**config.mk**
```make
export PLATFORM = sky130hd
export DESIGN_NAME = fwd_sel_ctrl
export DESIGN_NICKNAME = d
export VERILOG_FILES = /design/src/rtl/fwd_sel_ctrl.sv
export SDC_FILE = /design/constraint.sdc
export NUM_CORES = 1
export LEC_CHECK = 0
export BUFFER_PORTS_ARGS = -buffer_cell sky130_fd_sc_hd__buf_2
export CAP_MARGIN = 20
export CORE_MARGIN = 10
export CORE_UTILIZATION = 45
export CTS_CLUSTER_SIZE = 10
export DETAILED_ROUTE_END_ITERATION = 8
export PLACE_DENSITY = 0.73
export SLEW_MARGIN = 20
export SYNTH_ARGS = -nofsm -noshare
export SYNTH_HDL_FRONTEND = slang
export SYNTH_SLANG_ARGS = --single-unit
export TNS_END_PERCENT = 30
```
**constraint.sdc**
```tcl
create_clock -name clk -period 1.6 [get_ports clk]
set_input_delay 0.32 -clock clk [delete_from_list [all_inputs] [get_ports clk]]
set_output_delay 0.32 -clock clk [all_outputs]
set_load 0.02 [all_outputs]
```
**src/rtl/fwd_sel_ctrl.sv**
```systemverilog
// rtl/fwd_sel_ctrl.sv - operand forwarding select and load-use stall generation
// Shadows destination tags of EX/MEM/WB to steer the two ALU operand muxes.
module fwd_sel_ctrl #(
   parameter int RA_W           = 5,
   parameter bit ZERO_HARDWIRED = 1'b1
) (
   input  logic            clk,
   input  logic            reset,
   input  logic            issue_valid,
   input  logic [RA_W-1:0] issue_rd,
   input  logic            issue_we,
   input  logic            issue_load,
   input  logic [RA_W-1:0] rs_a,
   input  logic [RA_W-1:0] rs_b,
   input  logic            rs_a_used,
   input  logic            rs_b_used,
   input  logic            flush,
   output logic [1:0]      sel_a,
   output logic [1:0]      sel_b,
   output logic            stall
);

   localparam logic [1:0] SEL_RF  = 2'b00;
   localparam logic [1:0] SEL_EX  = 2'b01;
   localparam logic [1:0] SEL_MEM = 2'b10;
   localparam logic [1:0] SEL_WB  = 2'b11;

   logic            ex_valid_q,  ex_valid_d;
   logic [RA_W-1:0] ex_rd_q,     ex_rd_d;
   logic            ex_we_q,     ex_we_d;
   logic            ex_load_q,   ex_load_d;
   logic            mem_valid_q, mem_valid_d;
   logic [RA_W-1:0] mem_rd_q,    mem_rd_d;
   logic            mem_we_q,    mem_we_d;
   logic            mem_load_q,  mem_load_d;
   logic            wb_valid_q,  wb_valid_d;
   logic [RA_W-1:0] wb_rd_q,     wb_rd_d;
   logic            wb_we_q,     wb_we_d;
   logic            wb_load_q,   wb_load_d;

   logic            src_a_live, src_b_live;
   logic            ex_hit_a,  mem_hit_a, wb_hit_a;
   logic            ex_hit_b,  mem_hit_b, wb_hit_b;
   logic            lu_a, lu_b;

   // Register 0 is never a forwarding source when it is hardwired to zero.
   always_comb begin
      src_a_live = rs_a_used & ~(ZERO_HARDWIRED & (rs_a == '0));
      src_b_live = rs_b_used & ~(ZERO_HARDWIRED & (rs_b == '0));
   end

   always_comb begin
      ex_hit_a  = src_a_live & ex_valid_q  & ex_we_q  & (ex_rd_q  == rs_a);
      mem_hit_a = src_a_live & mem_valid_q & mem_we_q & (mem_rd_q == rs_a);
      wb_hit_a  = src_a_live & wb_valid_q  & wb_we_q  & (wb_rd_q  == rs_a);
      ex_hit_b  = src_b_live & ex_valid_q  & ex_we_q  & (ex_rd_q  == rs_b);
      mem_hit_b = src_b_live & mem_valid_q & mem_we_q & (mem_rd_q == rs_b);
      wb_hit_b  = src_b_live & wb_valid_q  & wb_we_q  & (wb_rd_q  == rs_b);
   end

   always_comb begin
      lu_a  = ex_hit_a & ex_load_q;
      lu_b  = ex_hit_b & ex_load_q;
      stall = (lu_a | lu_b) & ~flush;
   end

   // A load in EX shadows older producers but has no data yet, so in0 is
   // reported until it reaches MEM.
   always_comb begin
      sel_a = SEL_RF;
      if (ex_hit_a) begin
         sel_a = ex_load_q ? SEL_RF : SEL_EX;
      end else if (mem_hit_a) begin
         sel_a = SEL_MEM;
      end else if (wb_hit_a) begin
         sel_a = SEL_WB;
      end
   end

   always_comb begin
      sel_b = SEL_RF;
      if (ex_hit_b) begin
         sel_b = ex_load_q ? SEL_RF : SEL_EX;
      end else if (mem_hit_b) begin
         sel_b = SEL_MEM;
      end else if (wb_hit_b) begin
         sel_b = SEL_WB;
      end
   end

   always_comb begin
      wb_valid_d  = mem_valid_q;
      wb_rd_d     = mem_rd_q;
      wb_we_d     = mem_we_q;
      wb_load_d   = mem_load_q;

      mem_valid_d = ex_valid_q & ~flush;
      mem_rd_d    = ex_rd_q;
      mem_we_d    = ex_we_q;
      mem_load_d  = ex_load_q;

      ex_valid_d  = issue_valid & ~stall & ~flush;
      ex_rd_d     = issue_rd;
      ex_we_d     = issue_we;
      ex_load_d   = issue_load;
   end

   always_ff @(posedge clk) begin
      if (reset) begin
         ex_valid_q  <= 1'b0;
         ex_rd_q     <= '0;
         ex_we_q     <= 1'b0;
         ex_load_q   <= 1'b0;
         mem_valid_q <= 1'b0;
         mem_rd_q    <= '0;
         mem_we_q    <= 1'b0;
         mem_load_q  <= 1'b0;
         wb_valid_q  <= 1'b0;
         wb_rd_q     <= '0;
         wb_we_q     <= 1'b0;
         wb_load_q   <= 1'b0;
      end else begin
         ex_valid_q  <= ex_valid_d;
         ex_rd_q     <= ex_rd_d;
         ex_we_q     <= ex_we_d;
         ex_load_q   <= ex_load_d;
         mem_valid_q <= mem_valid_d;
         mem_rd_q    <= mem_rd_d;
         mem_we_q    <= mem_we_d;
         mem_load_q  <= mem_load_d;
         wb_valid_q  <= wb_valid_d;
         wb_rd_q     <= wb_rd_d;
         wb_we_q     <= wb_we_d;
         wb_load_q   <= wb_load_d;
      end
   end

   // The load flag leaves the shadow pipe at WB; it only matters in EX.
   logic unused_ok;
   assign unused_ok = wb_load_q;

endmodule

```
==> impl_results.md, run 1 <==
- CTS tree: built
- CP Buf/Inv Count: 1
- Max clock buf depth: 2
- Area delta synth->final: 66.1%
- Crit-path max cell delay: 0.50 ns
- P_leak: 0.728 nW
- GRT met3 Usage: 3.75%
- Mapped Cells: 105
- Global Route met2 Usage: 21.6%
- Relative slew slack: 80.3%
- Run status: complete, but fails checks
- Worst Path Max Fanout: 2
- Mapped Area: 1040 sq um
- Critical path's slowest cell: or4_4
- Avg Cell Area, Syn: 9.94 sq um
- GRT Overall Usage: 13.3%
- Tmin final: 2.20 ns
- Vias in the first global route: 1,027
- Floorplan core area: 2210 sq um
- Site Rows: 17
- Most common cell in the netlist: xnor2_1
- Die Span Y: 68.2 um
- Largest cells by area after synthesis: dfxtp_1, xnor2_1, nor2b_1
- Sink Count: 22
- Synth area leader: dfxtp_1
- Top cell type's share of synthesized area: 42.2%
- Slew Limit Fails: 0
- Final net count: 185
- First-pass GRT wire length: 4640 um
- Diode count: 0
- Stages on the worst setup path: 6
- PwrDens: 645 nW/um^2
- Worst Path Required: 1.28 ns
- DRT Wirelength: 3280 um
- Ys async rst share: 0%
- Final Hold Fails: 0
- GRT overflow: 0
- Vias: 952
- Failing checks: negative setup slack
- Layout cells sized above 1: 63.4%
- Fmax: 454 MHz
- Clk slew on worst S/H paths: 0.11 ns
- Sequential share of the synthesized area: 42.2%
- Critical setup path kind: flop to output port
- RSZ-0062 raised after global routing: true
- Maximum Capacitance Violations: 0
- Setup_tns: -2.88 ns
- Worst r2r path cells: 6
- Main synth FF type: dfxtp_1
- Setup ws final: -0.600 ns
- GR peak layer: met2
- GPL Wtd Cong: 0.857
- HPWL Detailed: 2160 um
- Worst slew pin tran: 0.296 ns
- CP Cell Sequence: xnor2_2 > nand4_1 > or4_4 > nand2b_4 > mux2i_4 > buf_6
- Hold_buf cts: 0
- Avg WL per Cell: 17.3 um
- WHS Path Cells: 2
- Grt met1 use: 15.2%
- Post-Syn Nets: 128
- Period utilisation layout: 138%
- EDFF count, synth: 0
- Final setup vio count: 5
- Via density: 5.04
- WP data arrival: 1.88 ns
- Worst skew pair latency: 0.31 ns
- Final Util: 78.3%
- Largest net degree at the start of global routing: 21
- Die area: 4650 sq um
- Synth warn: 0
- Initial Util: 47.2%
- Yosys reg bits: 22
- Worst path top cell family by delay: simple AND/OR/NAND/NOR gates
- H-Tree Depth: 1
- Dpl ws: -0.524 ns
- Root Buffer Master: clkbuf_4
- HP Class: primary input to flop
- Worst setup SP type: flop
- Clk_skew: 0.000879 ns
- IO Pins: 28
- Max VDD drop: 0.643 mV
- Iteration-0 DRC Markers: 52
- CTS Buf Count: 3
- Reg2Reg Setup Slack: 0.16 ns
- Port bufs: 27
- CP endpoint kind: output port
- Commonest cells post-synth: xnor2_1, dfxtp_1, nor2b_1
- Fillers: 122
- Unique cell type count in the Yosys netlist: 17
- Die X: 68.2 um
- Drt drc: 0
- Overall Power: 1.12 mW
- Initial antenna violation count: 0
- Drt pass-1 iters: 4
- Routed Antenna Nets: 0
-- per-layer routing --
metal / vias to the layer above / routed length, um
met4: 0 / 113
met2: 31 / 1580
met1: 449 / 1450
li1: 462 / -
met3: 10 / 134
met5: - / 0
-- flip-flops by register name, indices dropped and copies added, names as in the netlist --
| signal | cells |
|---|---|
| ex_load_q | 1 |
| ex_valid_q | 1 |
| wb_rd_q | 5 |
| wb_we_q | 1 |
| mem_we_q | 1 |
| ex_we_q | 1 |
| wb_valid_q | 1 |
| ex_rd_q | 5 |
| mem_rd_q | 5 |
| mem_valid_q | 1 |
-- kinds of logic after synthesis --
family          count (synthesis)  share of synthesized area [%]
simple gates                   45                           27.0
buf+inv                         2                          0.720
flops                          22                           42.2
mux                             2                           1.92
xor+xnor                       30                           25.2
compound gates                  4                           3.00
-- path summary, 6_finish.rpt --
kind | to | startpoint
max | sel_b[0] | wb_rd_q[0]$_SDFF_PP0_
min | ex_rd_q[0]$_SDFF_PP0_ | issue_rd[0]
max reg2reg | ex_valid_q$_SDFF_PP0_ | ex_rd_q[3]$_SDFF_PP0_
min reg2reg | wb_we_q$_SDFF_PP0_ | mem_we_q$_SDFF_PP0_
-- cell usage in the layout (no fill, tap or decap), types with 4 or more instances in the layout --
cell	Yosys	routed
dfxtp_2	0	11
xnor2_2	0	16
xnor2_1	24	8
nor2_1	4	4
buf_4	0	27
nor2b_1	20	20
nand4_1	6	6
buf_2	0	22
or4_4	0	4
buf_6	0	5
xor2_1	6	6
dfxtp_1	22	10
-- repair_timing --
item                                   4_1_cts  5_1_grt
gates resized for setup                     20       29
endpoints found under the hold margin        0        0
pin swaps                                   11       15
setup endpoints to repair                    6        6
buffers inserted                             4        0
-- worst register-to-register path, stage by stage (launching register included) --
cell	delay (ns)
dfxtp_4	0.38
xnor2_2	0.12
nand4_1	0.17
nor4_4	0.23
buf_4	0.19
o21ai_4	0.07
and3_1	0.17
-- layout make-up --
cell class              count  area, sq um  area share [%]
well taps                  28         35.0            2.02
flip-flops and latches     22          458            26.4
multi-input cells          81          835            48.2
clock buffers               4         36.3            2.09
repair buffers             54          369            21.3
-- through the flow --
step	cell area, sq um	hold WS, ns	cells
detailed placement	1450	0.451	182
global placement	1450	0.441	182
global route	1730	0.195	189
floorplan	1100	0.430	105
finish	1730	0.210	189
CTS	1590	0.202	190
-- power breakdown --
part	internal [mW]	leakage, nW	switching [mW]
combinational	0.122	0.522	0.102
clock	0.139	0.0210	0.162
sequential	0.570	0.186	0.0209
Note: power is estimated with default switching activity, not from simulation.
==> run 2: changes to the inputs <==
--- a/config.mk
+++ b/config.mk
@@ -7,11 +7,11 @@
 export LEC_CHECK = 0
 export BUFFER_PORTS_ARGS = -buffer_cell sky130_fd_sc_hd__buf_2
 export CAP_MARGIN = 20
-export CORE_MARGIN = 10
+export CORE_MARGIN = 8
 export CORE_UTILIZATION = 45
 export CTS_CLUSTER_SIZE = 10
 export DETAILED_ROUTE_END_ITERATION = 8
-export PLACE_DENSITY = 0.73
+export PLACE_DENSITY = 0.78
 export SLEW_MARGIN = 20
 export SYNTH_ARGS = -nofsm -noshare
 export SYNTH_HDL_FRONTEND = slang
==> constraint.sdc (replaced) <==
create_clock -name clk -period 1.8 [get_ports clk]
set_input_delay 0.36 -clock clk [delete_from_list [all_inputs] [get_ports clk]]
set_output_delay 0.36 -clock clk [all_outputs]
set_load 0.02 [all_outputs]
==> impl_results.md, run 2 (synthesis gave the netlist of run 1 again) <==
- RSZ-0062 raised after global routing: true
- Critical setup path kind: primary input to output port
- Hold_buf cts: 0
- Relative slew slack: 74.9%
- IO Pins: 28
- Maximum Capacitance Violations: 0
- Diode count: 0
- Comb pwr share: 19.0%
- WHS Path Cells: 2
- Fmax: 446 MHz
- Area delta synth->final: 55.8%
- Clk slew on worst S/H paths: 0.12 ns
- HPWL Detailed: 2170 um
- Worst slew pin tran: 0.377 ns
- Iteration-0 DRC Markers: 47
- Drt drc: 0
- Largest net degree at the start of global routing: 22
- Layout cells sized above 1: 55.6%
- Failing checks: negative setup slack
- Root Buffer Master: clkbuf_4
- Worst Path Required: 1.44 ns
- GPL Wtd Cong: 0.824
- Reg2Reg Setup Slack: 0.34 ns
- Tmin final: 2.24 ns
- Die area: 4120 sq um
- Fillers: 169
- Initial antenna violation count: 0
- CP Cell Sequence: buf_2 > or4_4 > o21ai_4 > or4_4 > buf_4 > nand2b_4 > mux2i_4 > buf_6
- Avg WL per Cell: 16.3 um
- Internal power: 0.732 mW
- Inst Count DP: 180
- CTS tree: built
- Crit-path max cell delay: 0.55 ns
- DRT Wirelength: 3070 um
- P_leak: 0.670 nW
- Max VDD drop: 0.552 mV
- H-Tree Depth: 1
- Dpl ws: -0.408 ns
- Routed Antenna Nets: 0
- Sw power: 0.245 mW
- Drt pass-1 iters: 4
- Sink Count: 22
- Run status: complete, but fails checks
- Final setup vio count: 5
- Most used cell, CP: or4_4
- Worst reg2reg endpoint: ex_valid_q$_SDFF_PP0_
- Vias in the first global route: 1,027
- Most common cell after layout, fill and taps aside: buf_4
- Multi-input gate area: 733 sq um
- WP data arrival: 1.88 ns
- Commonest non-fill, non-tap cells in the layout: buf_4, nor2b_1, buf_2, xnor2_1
- Via density: 5.10
- Floorplan core area: 2210 sq um
- Initial Util: 47.2%
- Port bufs: 27
- HP Class: primary input to flop
- Clk_skew: 0.00216 ns
- Max clock buf depth: 2
- Reg2reg start: ex_rd_q[3]$_SDFF_PP0_
- Clock power frac: 27.3%
- Die Span Y: 64.2 um
- Crit path capture: sel_b[0]
- Slew Limit Fails: 0
- Site Rows: 17
- Period utilisation layout: 124%
- Sw Share: 25.0%
- Vias: 958
- Worst Path Max Fanout: 4
- Register Area: 454 sq um
- Worst skew pair latency: 0.30 ns
- GRT overflow: 0
- Final net count: 184
- Reg power frac: 53.8%
- PwrDens: 601 nW/um^2
- Worst setup SP type: primary input
- Setup ws final: -0.440 ns
- Biggest regs: ex_rd_q: 5 flops, mem_rd_q: 5 flops, wb_rd_q: 5 flops
- Worst setup path start: rs_b[1]
- Final Hold Fails: 0
- First-pass GRT wire length: 4900 um
- CTS Buf Count: 3
- Worst r2r path cells: 6
- Layout Cells excl Fill: 188
- Die X: 64.2 um
- Critical path's slowest cell: or4_4
- CP endpoint kind: output port
- GRT Overall Usage: 15.1%
[run 2: timing repair]
| action | 4_1_cts | 5_1_grt |
|---|---|---|
| cloned | 0 | 0 |
| buffers inserted | 4 | 0 |
| resized for setup | 28 | 6 |
| setup endpoints to repair | 5 | 5 |
| hold endpoints to repair | 0 | 0 |
| pin swaps | 14 | 5 |
[run 2: layer usage]
layer / GRT usage, % / up-vias / part of all wire [%] / routed length [um]
met5: 0 / - / 0 / 0
met4: 7.36 / 0 / 2.4 / 73
met3: 3.66 / 6 / 5.0 / 154
met2: 25.8 / 33 / 51 / 1550
met1: 17.1 / 458 / 42 / 1290
li1: - / 461 / - / -
[run 2: worst min-delay path by stage]
stage / start / to / slack, ns
2_1_floorplan: ex_valid_q$_SDFF_PP0_ / mem_valid_q$_SDFF_PP0_ / 0.43
3_3_place_gp: ex_valid_q$_SDFF_PP0_ / mem_valid_q$_SDFF_PP0_ / 0.44
3_5_place_dp: ex_valid_q$_SDFF_PP0_ / mem_valid_q$_SDFF_PP0_ / 0.45
4_1_cts: issue_we / ex_we_q$_SDFF_PP0_ / 0.26
5_1_grt: issue_we / ex_we_q$_SDFF_PP0_ / 0.24
6_report: issue_we / ex_we_q$_SDFF_PP0_ / 0.26
[run 2: power by group through the flow]
| stage | sequential [mW] | clock (mW) | combinational [mW] |
|---|---|---|---|
| 2_1_floorplan | 0.531 | 0 | 0.0793 |
| 3_3_place_gp | 0.531 | 0 | 0.157 |
| 3_5_place_dp | 0.532 | 0 | 0.163 |
| 4_1_cts | 0.523 | 0.271 | 0.176 |
| 5_1_grt | 0.527 | 0.300 | 0.198 |
| 6_report | 0.525 | 0.266 | 0.185 |
[run 2: area by class of cell]
cell class                 count  area share (%)
sequential                    22            27.9
tap                           28            2.16
clock buffer                   4            2.23
multi-input combinational     81            45.1
timing repair buffer          53            22.6
[run 2: stage by stage]
step	utilization (%)	area, sq um	hold slack, ns	setup TNS, ns	power [mW]
2_1_floorplan	-	1100	0.430	-0.211	0.610
3_5_place_dp	64.8	1430	0.448	-1.79	0.695
4_1_cts	72.3	1600	0.256	-1.93	0.970
5_1_grt	73.5	1630	0.243	-2.43	1.03
3_3_place_gp	64.8	1430	0.440	-1.75	0.688
6_report	73.5	1630	0.257	-1.91	0.977
[run 2: critical path, delay by kind of cell]
family                 cells  cell delay (ns)
buffers and inverters      3             0.38
AOI/OAI and AO/OA          1             0.21
and+or+nand+nor            3             0.78
muxes                      1             0.14
